## src/rtl/ptw_line_fetch.sv

```systemverilog
// rtl/ptw_line_fetch.sv - walker line request to eight 64-bit bus read beats, assembled into a 512-bit line
// Optional one-entry line buffer with flush enabled by defining LINE_FETCH_HIT_EN.
module ptw_line_fetch #(
  parameter int MCN_W  = 58,
  parameter int ADDR_W = 64
) (
  input  logic              clock,
  input  logic              reset,
  input  logic              mem_req_i_valid,
  output logic              mem_req_i_ready,
  input  logic [MCN_W-1:0]  mem_req_i_bits_mcn,
  output logic              mem_resp_o_valid,
  input  logic              mem_resp_o_ready,
  output logic [511:0]      mem_resp_o_bits_data,
  output logic              bus_req_o_valid,
  input  logic              bus_req_o_ready,
  output logic [ADDR_W-1:0] bus_req_o_bits_addr,
  input  logic              bus_resp_i_valid,
  output logic              bus_resp_i_ready,
  input  logic [63:0]       bus_resp_i_bits_data,
  input  logic              flush_i
);

  typedef enum logic [1:0] {
    S_IDLE = 2'd0,
    S_BUSY = 2'd1,
    S_RESP = 2'd2
  } state_e;

  state_e             state_q, state_d;
  logic [MCN_W-1:0]   mcn_q, mcn_d;
  logic [3:0]         req_cnt_q, req_cnt_d;
  logic [3:0]         rsp_cnt_q, rsp_cnt_d;
  logic [511:0]       line_q, line_d;

  logic               req_hit;
  logic [511:0]       hit_line;
  logic               beat_req_fire;
  logic               beat_rsp_fire;
  logic               line_done;

  // Handshake-facing controls decode only from registered state and counters.
  assign mem_req_i_ready      = (state_q == S_IDLE);
  assign bus_req_o_valid      = (state_q == S_BUSY) && (req_cnt_q < 4'd8);
  assign bus_resp_i_ready     = (state_q == S_BUSY);
  assign mem_resp_o_valid     = (state_q == S_RESP);
  assign mem_resp_o_bits_data = line_q;
  assign bus_req_o_bits_addr  = ADDR_W'({mcn_q, req_cnt_q[2:0], 3'b000});

  assign beat_req_fire = bus_req_o_valid && bus_req_o_ready;
  assign beat_rsp_fire = bus_resp_i_ready && bus_resp_i_valid && (rsp_cnt_q < 4'd8);
  assign line_done     = beat_rsp_fire && (rsp_cnt_q == 4'd7);

`ifdef LINE_FETCH_HIT_EN
  logic               buf_vld_q, buf_vld_d;
  logic [MCN_W-1:0]   buf_tag_q, buf_tag_d;
  logic [511:0]       buf_data_q, buf_data_d;
  logic               flush_seen_q, flush_seen_d;

  // A flush in the same cycle as a matching request forces a bus fetch.
  assign req_hit  = buf_vld_q && !flush_i && (buf_tag_q == mem_req_i_bits_mcn);
  assign hit_line = buf_data_q;

  always_comb begin
    buf_vld_d    = buf_vld_q;
    buf_tag_d    = buf_tag_q;
    buf_data_d   = buf_data_q;
    flush_seen_d = flush_seen_q;
    if ((state_q == S_IDLE) && mem_req_i_valid && !req_hit) begin
      flush_seen_d = 1'b0;
    end
    if ((state_q == S_BUSY) && flush_i) begin
      flush_seen_d = 1'b1;
    end
    if (flush_i) begin
      buf_vld_d = 1'b0;
    end else if (line_done && !flush_seen_q) begin
      buf_vld_d  = 1'b1;
      buf_tag_d  = mcn_q;
      buf_data_d = line_d;
    end
  end
`else
  logic unused_flush;

  assign req_hit      = 1'b0;
  assign hit_line     = '0;
  assign unused_flush = flush_i;
`endif

  always_comb begin
    state_d   = state_q;
    mcn_d     = mcn_q;
    req_cnt_d = req_cnt_q;
    rsp_cnt_d = rsp_cnt_q;
    line_d    = line_q;
    case (state_q)
      S_IDLE: begin
        if (mem_req_i_valid) begin
          mcn_d     = mem_req_i_bits_mcn;
          req_cnt_d = 4'd0;
          rsp_cnt_d = 4'd0;
          if (req_hit) begin
            line_d  = hit_line;
            state_d = S_RESP;
          end else begin
            state_d = S_BUSY;
          end
        end
      end
      S_BUSY: begin
        if (beat_req_fire) begin
          req_cnt_d = req_cnt_q + 4'd1;
        end
        if (beat_rsp_fire) begin
          line_d[{rsp_cnt_q[2:0], 6'b000000} +: 64] = bus_resp_i_bits_data;
          rsp_cnt_d = rsp_cnt_q + 4'd1;
        end
        if (line_done) begin
          state_d = S_RESP;
        end
      end
      S_RESP: begin
        if (mem_resp_o_ready) begin
          state_d = S_IDLE;
        end
      end
      default: begin
        state_d = S_IDLE;
      end
    endcase
  end

  always_ff @(posedge clock) begin
    if (reset) begin
      state_q   <= S_IDLE;
      mcn_q     <= '0;
      req_cnt_q <= 4'd0;
      rsp_cnt_q <= 4'd0;
      line_q    <= '0;
`ifdef LINE_FETCH_HIT_EN
      buf_vld_q    <= 1'b0;
      buf_tag_q    <= '0;
      buf_data_q   <= '0;
      flush_seen_q <= 1'b0;
`endif
    end else begin
      state_q   <= state_d;
      mcn_q     <= mcn_d;
      req_cnt_q <= req_cnt_d;
      rsp_cnt_q <= rsp_cnt_d;
      line_q    <= line_d;
`ifdef LINE_FETCH_HIT_EN
      buf_vld_q    <= buf_vld_d;
      buf_tag_q    <= buf_tag_d;
      buf_data_q   <= buf_data_d;
      flush_seen_q <= flush_seen_d;
`endif
    end
  end

endmodule

```

## config.mk

```make
export PLATFORM = sky130hd
export DESIGN_NAME = ptw_line_fetch
export DESIGN_NICKNAME = d
export VERILOG_FILES = /design/src/rtl/ptw_line_fetch.sv
export SDC_FILE = /design/constraint.sdc
export NUM_CORES = 1
export LEC_CHECK = 0
export CORE_AREA = 3 3 275 277
export CTS_BUF_LIST = sky130_fd_sc_hd__clkbuf_16
export DETAILED_ROUTE_END_ITERATION = 10
export DIE_AREA = 0 0 278 280
export PLACE_DENSITY = 0.59
export SLEW_MARGIN = 15
export SYNTH_ARGS = -nofsm -noshare
export SYNTH_HDL_FRONTEND = slang
export SYNTH_SLANG_ARGS = --single-unit
```

## constraint.sdc

```tcl
create_clock -name clock -period 2.6 [get_ports clock]
set_input_delay 0.52 -clock clock [delete_from_list [all_inputs] [get_ports clock]]
set_output_delay 0.52 -clock clock [all_outputs]
set_load 0.05 [all_outputs]
```

# Yosys cells after proc, flatten, opt, wreduce, memory -nomap -nowiden
# Cells that the tools add are included.
# word_totals
reg_bits	580
latch_bits	0
ram_bits	0
rom_bits	0
in_bits	129
output_inout_bits	580
elab_cells	42
memories	0
# op_classes
addsub	3
mul	0
n_div	0
n_lt_le_gt_ge	2
eq_ne	8
shifts	2
muxes	10
n_bitwise	0
n_reduce_logical	12
# ops
op	n
$bwmux W512	1
$shift A64 B11 Y512 const A	1
$shiftx A64 B11 Y512	1
$pmux W4 S2	2
$mux W4	3
$neg A9 Y11	1
$reduce_and A3 Y1	3
$add A4 B1 Y4 const B	2
$lt A4 B4 Y1 const B	2
$ne A2 B1 Y1 const B	4
$mux W2	3
$pmux W2 S3	1
$logic_and A1 B1 Y1	5
$eq A4 B3 Y1 const B	1
$reduce_and A2 Y1	2
$eq A2 B1 Y1 const B	1
$eq A2 B2 Y1 const B	1
$logic_not A2 Y1	1
$ne A2 B2 Y1 const B	1
$reduce_bool A2 Y1	1

# Depth between registers and ports, before layout
# logic_depth
ltp_word	6
depth_mapped	14
mapped_depth_nobuf	7

# Least setup slack after synthesis
# Ideal clock, no wire load.
# synth_timing
kind	flip-flop to flip-flop
from	register rsp_cnt_q[0]
to	register line_q[132] (netlist: mem_resp_o_bits_data[132])
setup_ps	72
arrival_time_ps	2682
required_ps	2528
slack_ps	-154
path_stages_with_launch	15
path_buffers	7
synth_period_minus_slack_ps	2754
path_cell_list	dfxtp_1 -> buf_2 -> buf_1 -> buf_2 -> inv_1 -> ha_1 -> ha_1 -> buf_2 -> inv_1 -> buf_2 -> nor2_1 -> nand3_1 -> buf_2 -> buf_2 -> mux2i_1
# synth_via
elab_chain_cells	3
word_cells_on_any_way	7
classes_between	add/sub: 1; order compare: 1; shift: 2; mux: 1; reduce/logical: 2
# synth_lines
item	line	source
start, declared	33	logic [3:0] rsp_cnt_q, rsp_cnt_d;
start signal, assigned	151	rsp_cnt_q <= rsp_cnt_d;
$neg A9 Y11 / $lt A4 B4 Y1 (equally long branches)	116, 51	
$shiftx A64 B11 Y512, or another cell as far along	116	line_d[{rsp_cnt_q[2:0], 6'b000000} +: 64] = bus_resp_i_bits_data;
$bwmux W512 / $reduce_and A2 Y1 (equally long branches)	n/a	
end signal, assigned	152	line_q <= line_d;
end, declared	34	logic [511:0] line_q, line_d;
# Several ways; a longest one is shown, not always the timed one.
# A chain may end at the register's enable or synchronous reset.

# Final worst setup path
# layout_timing
from	register line_q[0] (netlist: mem_resp_o_bits_data[0])
to	output mem_resp_o_bits_data[0]
# layout_rtl
item	line	source
end, declared	14	output logic [511:0] mem_resp_o_bits_data,
# No word-level cell between the ends.

==> results_dict.tcl <==
set metrics [dict create \
    synth_cell_type_count 39 \
    clk_path_buf_depth 3 \
    finalWirelength_um 86200 \
    drtIter0Drc 1281 \
    setup_violations 0 \
    synth-seq-cells 580 \
    rows 99 \
    crit_arrival_ns 1.90 \
    avgViaCountPerCell 4.76 \
    drv_cap 0 \
    worst_slack_ns 0.178 \
    wire_per_inst_um 21.0 \
    finalHoldViolations 0 \
    die-area_mm2 0.0778 \
    synthCells 2457 \
    antenna_found_initial 3 \
    drive_gt1_frac 0.0585 \
    cp.depth 1 \
    cts_root_buf "clkbuf_16" \
    crit_family "buffers and inverters" \
    slowest_delay_ns 0.87 \
    cts_tree "yes" \
    sequentialPowerShare 0.462 \
    synthMuxAreaShare 0.0600 \
    hold_depth 2 \
    p_sw_mw 4.96 \
    post_cts_buffers 0 \
    start_kind "register" \
    cp-end-kind "output pin" \
    place_congestion 0.826 \
    fillers 7238 \
    yosysTopAreaCell "dfxtp_1" \
    finalCriticalPeriod_ns 2.42 \
    async_flop_share 0 \
    slew_viol_final 0 \
    max_slew_margin 0.521 \
    grt_pass1_wl_um 126000 \
    rsz0062_at_grt "false" \
    yosysTopAreaCellShare 0.540 \
    worst-path-buf-inv 1 \
    tightest_slew_ns 0.717 \
    comb_power_share 0.079 \
    grt_max_degree 118 \
    hp-class "input port to register" \
    intPower_mw 14.6 \
    synth-compound-area-share 0.118 \
    synth_simple_gate_area_share 0.233 \
    first_pass_iters 5 \
    htree_num_levels 3 \
    synth_top_flop_cell "dfxtp_1" \
    post-place-ws_ns 0.0561 \
    cts.sinks 580 \
    ant_nets 0 \
    vdd_drop_max_mv 0.421 \
    p_leak_nw 11.5 \
    critPathRequiredTime_ns 2.08 \
    yosysMostFrequentCell "dfxtp_1" \
    synth_top_family_by_area "simple AND/OR/NAND/NOR gates" \
    worstSetupPathType "register to output pin" \
    fin_worst_skew_ns 0.0260 \
    port_buffers 704 \
    nNetsFinal 3226 \
    area_delta_synth_final_pct 48.0 \
    synth_edf_count 0 \
    ctsHoldBuffers 0 \
    grt_pass1_vias 18900 \
    insertion_delay_ns 0.61 \
    syn-cell-area_mm2 0.0215 \
    die_x_um 278 \
    clkTransAtPathRegs_ns 0.06 \
    syn_avg_cell_area_um2 8.76 \
    numCtsBuffers 68 \
    path_max_fanout 2 \
    grt-ovfl-total 0 \
    pwr_density_cell_mw_per_mm2 614 \
    switching_share 0.254 \
    antenna_cells 0 \
    holdWs_ns 0.234 \
    ys_top_cells_by_count "dfxtp_1, nand2_1, a21oi_1, nand2b_1, o21ai_0" \
    synth-seq-area-share 0.540 \
    io_pins 709 \
    track_usage 0.213 \
    dieHeight_um 280 \
    path_cells "clkdlybuf4s50_1" \
    status "complete, no violations" \
    ctsResizeCount 1 \
    finalPower_mw 19.6 \
    p_clk_frac 0.459 \
    fmax_mhz 413 \
    ys_top_cells_by_area "dfxtp_1, nand2_1, a21oi_1" \
    period_share 0.931 \
    crit_slowest_cell "clkdlybuf4s50_1" \
    rr_worst_depth 6 \
    synthesis.yosys.warnings 0 \
    floorplan.initialDensity 0.294 \
    coreArea_mm2 0.0731 \
    synth_adder_area_share 0.00291 \
    vias 19500 \
    drcViolationCount 0 \
    synth_xor_area_frac 0.000814 \
    post-dp-hpwl_um 59000 \
]
[metrics by stage]
stage	std cells	utilization	TNS (ns)	area, µm²
2_1_floorplan	2459	-	-2.18	21500
3_3_place_gp	3981	0.407	0	29800
3_5_place_dp	3981	0.407	0	29800
4_1_cts	4104	0.436	0	31800
5_1_grt	4104	0.436	0	31800
6_report	4104	0.436	0	31800
[logic make-up after synthesis]
group / count (synthesis)
fa+ha+maj: 5
simple gates: 1019
compound gates: 506
buf+inv: 215
flops: 580
mux: 129
xor+xnor: 2
other cells: 1
[state kept, by name (all words and copies together), names as in the netlist]
| signal | cells |
|---|---|
| mem_resp_o_bits_data | 512 |
| req_cnt_q | 4 |
| rsp_cnt_q | 4 |
| mcn_q | 58 |
| state_q | 2 |
[final timing paths]
kind | slack, ns | end | startpoint
worst min register to register | 0.45 | mcn_q[17] | mcn_q[17]
worst min-delay path | 0.23 | mem_resp_o_bits_data[2] | reset
worst max register to register | 0.28 | mem_resp_o_bits_data[294] | rsp_cnt_q[2]
worst max-delay path | 0.18 | mem_resp_o_bits_data[0] | mem_resp_o_bits_data[0]
[layer usage]
layer	share of wire	vias up	track usage
met5	0	-	0
met4	0.023	0	0.0612
met3	0.076	113	0.0612
met2	0.48	680	0.363
met1	0.42	9258	0.263
li1	-	9476	-
[worst reg2reg max path, cell delays in order (launching register included)]
cell and delay, ns:
dfxtp_1 0.42, inv_1 0.13, ha_1 0.32, or4_2 0.68, buf_4 0.28, o21ai_0 0.28, a21oi_1 0.09
[layout make-up]
type | instances | area (µm²) | area share
clock inverter | 54 | 352 | 0.0110
tap | 959 | 1200 | 0.0377
timing repair buffer | 773 | 7870 | 0.247
inverter | 5 | 18.8 | 0.000589
sequential | 580 | 11600 | 0.365
multi-input combinational | 1664 | 9060 | 0.285
clock buffer | 69 | 1730 | 0.0542
[power by group through the flow]
stage / Combinational (mW) / Sequential, mW / Clock [mW]
6_report: 1.54 / 9.04 / 8.98
5_1_grt: 1.63 / 9.05 / 9.61
4_1_cts: 1.55 / 9.04 / 9.25
3_5_place_dp: 1.55 / 9.23 / 0
3_3_place_gp: 1.55 / 9.23 / 0
2_1_floorplan: 0.473 / 9.56 / 0
[cells in the final DEF (no fill, tap or decap), types with 2 or more instances in the layout]
cell	instances
ha_1	5
o21ai_1	3
clkdlybuf4s50_1	693
a41oi_1	2
nand3_1	75
nand4_1	18
clkinv_2	6
clkbuf_16	69
and4bb_2	2
buf_12	26
nor2_1	15
mux2i_1	129
nand2b_1	192
o21ai_0	173
nor3_2	2
clkinvlp_4	2
inv_16	2
conb_1	3
nand3_4	6
dfxtp_1	580
buf_4	52
bufinv_16	2
nor3_1	6
and3_1	2
inv_1	27
inv_6	2
nand2_1	563
nor2b_1	4
a32oi_1	2
clkinv_1	16
nand3b_1	119
a21oi_1	325
nand2_2	2
No activity file was read; power rests on OpenSTA's default activity.
